### config.mk
export PLATFORM = sky130hd
export DESIGN_NAME = branch_ctrl
export DESIGN_NICKNAME = d
export VERILOG_FILES = /design/src/rtl/branch_ctrl.sv
export SDC_FILE = /design/constraint.sdc
export NUM_CORES = 1
export LEC_CHECK = 0
export BUFFER_PORTS_ARGS = -buffer_cell sky130_fd_sc_hd__buf_2
export CORE_ASPECT_RATIO = 2
export CORE_UTILIZATION = 30
export CTS_CLUSTER_DIAMETER = 150
export DETAILED_ROUTE_END_ITERATION = 10
export HOLD_SLACK_MARGIN = 0.05
export PLACE_DENSITY = 0.54
export SLEW_MARGIN = 10
export SYNTH_ARGS = -nofsm -noshare
export SYNTH_HDL_FRONTEND = slang
export SYNTH_SLANG_ARGS = --single-unit
### constraint.sdc
create_clock -name clk -period 3.6 [get_ports clk]
set_input_delay 0.72 -clock clk [delete_from_list [all_inputs] [get_ports clk]]
set_output_delay 0.72 -clock clk [all_outputs]
set_load 0.05 [all_outputs]
### src/rtl/branch_ctrl.sv
// Branch resolution controller: evaluates one conditional branch at a time, redirects fetch, then flushes.
// Optional BRANCH_PREDICT_EN adds in_pred_taken/mispredict and redirects only on mispredict.
module branch_ctrl #(
    parameter int OP_W         = 6,
    parameter int FLUSH_CYCLES = 2
) (
    input  logic            clk,
    input  logic            rst,
    input  logic            in_valid,
    output logic            in_ready,
    input  logic [OP_W-1:0] in_op,
    input  logic [31:0]     in_pc,
    input  logic [31:0]     in_imm,
    input  logic [31:0]     in_rs1_data,
    input  logic [31:0]     in_rs2_data,
`ifdef BRANCH_PREDICT_EN
    input  logic            in_pred_taken,
    output logic            mispredict,
`endif
    output logic            redirect_valid,
    output logic [31:0]     redirect_pc,
    input  logic            redirect_ack,
    output logic            flush,
    output logic            resolved_valid,
    output logic            resolved_taken,
    output logic            misalign
);

    localparam logic [OP_W-1:0] OP_BEQ  = OP_W'(1);
    localparam logic [OP_W-1:0] OP_BNE  = OP_W'(2);
    localparam logic [OP_W-1:0] OP_BLT  = OP_W'(3);
    localparam logic [OP_W-1:0] OP_BGE  = OP_W'(4);
    localparam logic [OP_W-1:0] OP_BLTU = OP_W'(5);
    localparam logic [OP_W-1:0] OP_BGEU = OP_W'(6);

    typedef enum logic [1:0] {
        S_IDLE,
        S_EVAL,
        S_REDIRECT,
        S_FLUSH
    } state_t;

    state_t          r_state;
    state_t          w_next_state;
    logic [OP_W-1:0] r_op;
    logic [31:0]     r_pc;
    logic [30:0]     r_imm;
    logic [31:0]     r_x;
    logic [31:0]     r_y;
    logic [31:0]     r_redir_pc;
    logic [3:0]      r_cnt;

    logic            w_accept;
    logic            w_taken;
    logic [31:0]     w_target;
    logic            w_misalign;
    logic            w_do_redirect;
    logic [31:0]     w_redir_target;
    logic            w_unused_imm_msb;

    assign w_unused_imm_msb = in_imm[31];
    assign w_accept         = in_valid && in_ready;

    always_comb begin
        w_taken = 1'b0;
        case (r_op)
            OP_BEQ:  w_taken = (r_x == r_y);
            OP_BNE:  w_taken = (r_x != r_y);
            OP_BLT:  w_taken = ($signed(r_x) <  $signed(r_y));
            OP_BGE:  w_taken = ($signed(r_x) >= $signed(r_y));
            OP_BLTU: w_taken = (r_x <  r_y);
            OP_BGEU: w_taken = (r_x >= r_y);
            default: w_taken = 1'b0;
        endcase
    end

    assign w_target   = r_pc + {r_imm, 1'b0};
    assign w_misalign = w_taken && (w_target[1:0] != 2'b00);

`ifdef BRANCH_PREDICT_EN
    logic r_pred;

    // Fall-through recovery goes to pc+4, which is always aligned.
    always_comb begin
        w_do_redirect  = 1'b0;
        w_redir_target = w_target;
        if (r_pred && !w_taken) begin
            w_do_redirect  = 1'b1;
            w_redir_target = r_pc + 32'd4;
        end else if (!r_pred && w_taken && !w_misalign) begin
            w_do_redirect  = 1'b1;
        end
    end

    assign mispredict = (r_state == S_EVAL) && (r_pred != w_taken);

    always_ff @(posedge clk) begin
        if (rst)
            r_pred <= 1'b0;
        else if (w_accept)
            r_pred <= in_pred_taken;
    end
`else
    assign w_do_redirect  = w_taken && !w_misalign;
    assign w_redir_target = w_target;
`endif

    always_comb begin
        w_next_state = r_state;
        case (r_state)
            S_IDLE:     if (w_accept) w_next_state = S_EVAL;
            S_EVAL:     w_next_state = w_do_redirect ? S_REDIRECT : S_IDLE;
            S_REDIRECT: if (redirect_ack) w_next_state = S_FLUSH;
            S_FLUSH:    if (r_cnt == 4'd1) w_next_state = S_IDLE;
            default:    w_next_state = S_IDLE;
        endcase
    end

    assign in_ready       = (r_state == S_IDLE) && !rst;
    assign resolved_valid = (r_state == S_EVAL);
    assign resolved_taken = (r_state == S_EVAL) && w_taken;
    assign misalign       = (r_state == S_EVAL) && w_misalign;
    assign redirect_valid = (r_state == S_REDIRECT);
    assign redirect_pc    = (r_state == S_REDIRECT) ? r_redir_pc : 32'd0;
    assign flush          = (r_state == S_FLUSH);

    always_ff @(posedge clk) begin
        if (rst) begin
            r_state    <= S_IDLE;
            r_op       <= '0;
            r_pc       <= '0;
            r_imm      <= '0;
            r_x        <= '0;
            r_y        <= '0;
            r_redir_pc <= '0;
            r_cnt      <= '0;
        end else begin
            r_state <= w_next_state;
            if (w_accept) begin
                r_op  <= in_op;
                r_pc  <= in_pc;
                r_imm <= in_imm[30:0];
                r_x   <= in_rs1_data;
                r_y   <= in_rs2_data;
            end
            if (r_state == S_EVAL)
                r_redir_pc <= w_redir_target;
            // Counter holds the flush cycles still to go, including the current one.
            if (r_state == S_REDIRECT && redirect_ack)
                r_cnt <= 4'(FLUSH_CYCLES);
            else if (r_state == S_FLUSH)
                r_cnt <= r_cnt - 4'd1;
        end
    end

endmodule

==> summary.md <==
| Metric | Value |
|---|---|
| Largest net degree at the start of global routing | `93` |
| DP Worst Slack | `-0.0890 ns` |
| Clock Latency Late Sink | `around 0.44 ns` |
| Initial core utilization | `0.307` |
| Final WS setup | `-0.409 ns` |
| Net Count, Synth | `1274` |
| Synth top area cells | `dfxtp_1 40%, nand2_1 13%, ha_1 9.4%` |
| WHS | `about 0.45 ns` |
| CTS tree | `done` |
| Tot Pwr | `4.78 mW` |
| I/O Buffers | `174` |
| Met1 usage | `0.168` |
| Die H | `between 200 and 250 µm` |
| Diode count | `0` |
| Synth Register Bits | `171` |
| Peak VDD IR | `0.335 mV` |
| # IOs | `176` |
| Final setup vio count | `2` |
| Req. time, crit path | `2.88 ns` |
| Setup TNS | `-0.737 ns` |
| Pwr Density | `452 nW/µm²` |
| FFs w/ async S/R, synth | `0` |
| DR WL/cell | `15.0 µm` |
| Total grt overflow | `0` |
| Slew headroom | `0.603` |
| Detailed Route WL | `between 20000 and 25000 µm` |
| Crit path DAT | `around 3.3 ns` |
| Die ar. | `29000 µm²` |
| Final Hold Fails | `0` |
| Yosys top cell by area | `dfxtp_1` |
| Sequential share of power | `0.439` |
| M2 GR Usage | `0.321` |
| Initial DRC Count | `248` |
| CP Class | `flip-flop to primary output` |
| Avg Cell Area, Syn | `7.93 µm²` |
| CTS buffer count | `17` |
| Placed wire-length estimate | `17300 µm` |
| Synthesized area | `8490 µm²` |
| H-tree levels | `4` |
| RSZ-0062 raised after global routing | `yes` |
| Clock-pin slew on the worst setup and hold paths | `0.06 ns` |
| Switch share | `0.266` |
| Die width | `about 120 µm` |
| Placed insts | `roughly 1600` |
| Vias | `7662` |
| Crit Path Max Fanout | `3` |
| Hold_buf cts | `0` |
| Number of global-route vias before repair | `~7600` |
| Syn Inst Count | `1071` |
| Pre-antenna DRT Iters | `6` |
| Busiest grt layer | `met2` |
| Core Util, Final | `0.383` |
| Crit end category | `primary output` |
| Slew Viols, Final | `0` |
| # DRC | `0` |
| Psw | `roughly 1.3 mW` |
| Prevailing post-synth register cell | `dfxtp_1` |
| Clock Tree Root | `clkbuf_16` |
| Startpoint type of the worst setup path | `flip-flop` |
| Yosys top cell area share | `0.403` |
| LEAKAGE | `4.65 nW` |
| FP Rows | `between 80 and 90` |
| Max-cap viol count | `0` |
| Fmax | `roughly 0.25 GHz` |
| Outcome | `complete, but fails checks` |
| Gr usage total | `0.170` |
| Violated checks | `negative setup slack` |
| Most common cell in the netlist | `nand2_1` |
| Clk pwr share | `0.396` |
| Logic pwr share | `0.165` |
| Synth cell types | `64` |
| Clock Tree Buf Depth | `2` |
| Sequential element share of the synthesized area | `0.403` |
| DP Area | `9800 µm²` |
| Crit path time final | `around 4 ns` |
| Finished Layout Cells | `1589` |
| First-pass GRT wire length | `37800 µm` |
| EDFF count, synth | `0` |
| Int Pwr | `roughly 3.5 mW` |
| Layout Skew | `0.00662 ns` |
| Core Footprint | `27700 µm²` |
| CTS sink cnt | `171` |
| Synth-to-layout area growth | `24.7%` |
| Initial antenna violation count | `4` |
| Via density per instance | `4.82` |
| Post-DRT Antenna Nets | `0` |
| Final period util | `1.11` |
| Met3 Use GR | `0.0349` |
| Synth top cells by count | `298 x nand2_1, 171 x dfxtp_1, 109 x o21ai_0` |
| Layout cells sized above 1 | `0.217` |
| Design area | `10600 µm²` |
| Slew @ Worst Pin | `0.596 ns` |
| Hold WC Path Type | `flip-flop to flip-flop` |
| Synth warn | `0` |
| Fin nets | `1429` |
| Gpl congestion | `slightly above 0.8` |
## layout make-up
type | instances | area, µm²
flip-flops and latches | 171 | 3430
multi-input cells | 794 | 4830
repair buffers | 196 | 1110
clock inverters | 7 | 115
inverters | 46 | 174
fillers | 2901 | 17100
clock buffers | 23 | 478
well taps | 352 | 440
## flip-flops by register name, indices dropped and copies added, names as in the netlist, named ones only
name        count
r_y            32
r_x            32
r_redir_pc     32
r_cnt           4
r_state         1
r_imm          31
r_pc           32
r_op            6
## worst max-delay path, stage by stage, from the launching register on
cell and delay [ns]:
dfxtp_2 0.33, inv_2 0.04, ha_4 0.26, and4_4 0.23, nand3_4 0.08, or3_4 0.43, or4_4 0.43, and2_4 0.16
nor4b_4 0.25, o31ai_4 0.13, a31oi_4 0.16, nor2b_4 0.18, buf_8 0.15
## path summary, 6_finish.rpt
path                                             startpoint                     endpoint  slack, ns  depth (start not counted)
worst max-delay path                   r_y[31]$_SDFFE_PP0P_                     misalign      -0.41                         12
worst min-delay path            r_redir_pc[28]$_SDFFE_PP0P_  r_redir_pc[28]$_SDFFE_PP0P_       0.45                          2
worst max register to register         r_pc[5]$_SDFFE_PP0P_  r_redir_pc[30]$_SDFFE_PP0P_       0.16                         11
worst min register to register  r_redir_pc[28]$_SDFFE_PP0P_  r_redir_pc[28]$_SDFFE_PP0P_       0.45                          2
## what timing repair did
item,in CTS,in global routing
gates resized for setup,12,23
pin swaps,9,9
endpoints found under the setup margin,2,2
setup buffers,1,4
## logic make-up after synthesis
kind of cell / share of synthesized area
AND/OR/NAND/NOR: 0.220
flip-flops: 0.403
buffers and inverters: 0.0485
AO/OA/AOI/OAI: 0.205
XOR/XNOR: 0.0268
adder cells (fa/ha/maj): 0.0967
## per-layer routing
| layer | wire length, µm | vias up |
|---|---|---|
| met3 | 882 | 58 |
| met2 | 12700 | 162 |
| li1 | - | 3960 |
| met4 | 1020 | 6 |
| met1 | 9120 | 3476 |
| met5 | 37 | - |
## power groups by stage
| stage | combinational, mW | sequential (mW) | clock, mW |
|---|---|---|---|
| floorplan | 0.505 | 2.11 | 0 |
| global placement | 0.727 | 2.13 | 0 |
| detailed placement | 0.737 | 2.14 | 0 |
| CTS | 0.758 | 2.10 | 1.96 |
| global route | 0.891 | 2.11 | 2.03 |
| finish | 0.788 | 2.10 | 1.89 |
## cell usage in the layout, fill, tap and decap left out, types with 17 or more instances in the layout
cell type and instances:
nand2_1 298, buf_2 172, dfxtp_1 164, o21ai_0 108
ha_1 58, a21oi_1 55, o31ai_1 38, inv_1 37
and2_1 34, a21o_1 31, nor2_1 27, clkbuf_16 17
buf_4 17
(Power assumes the default switching activity.)
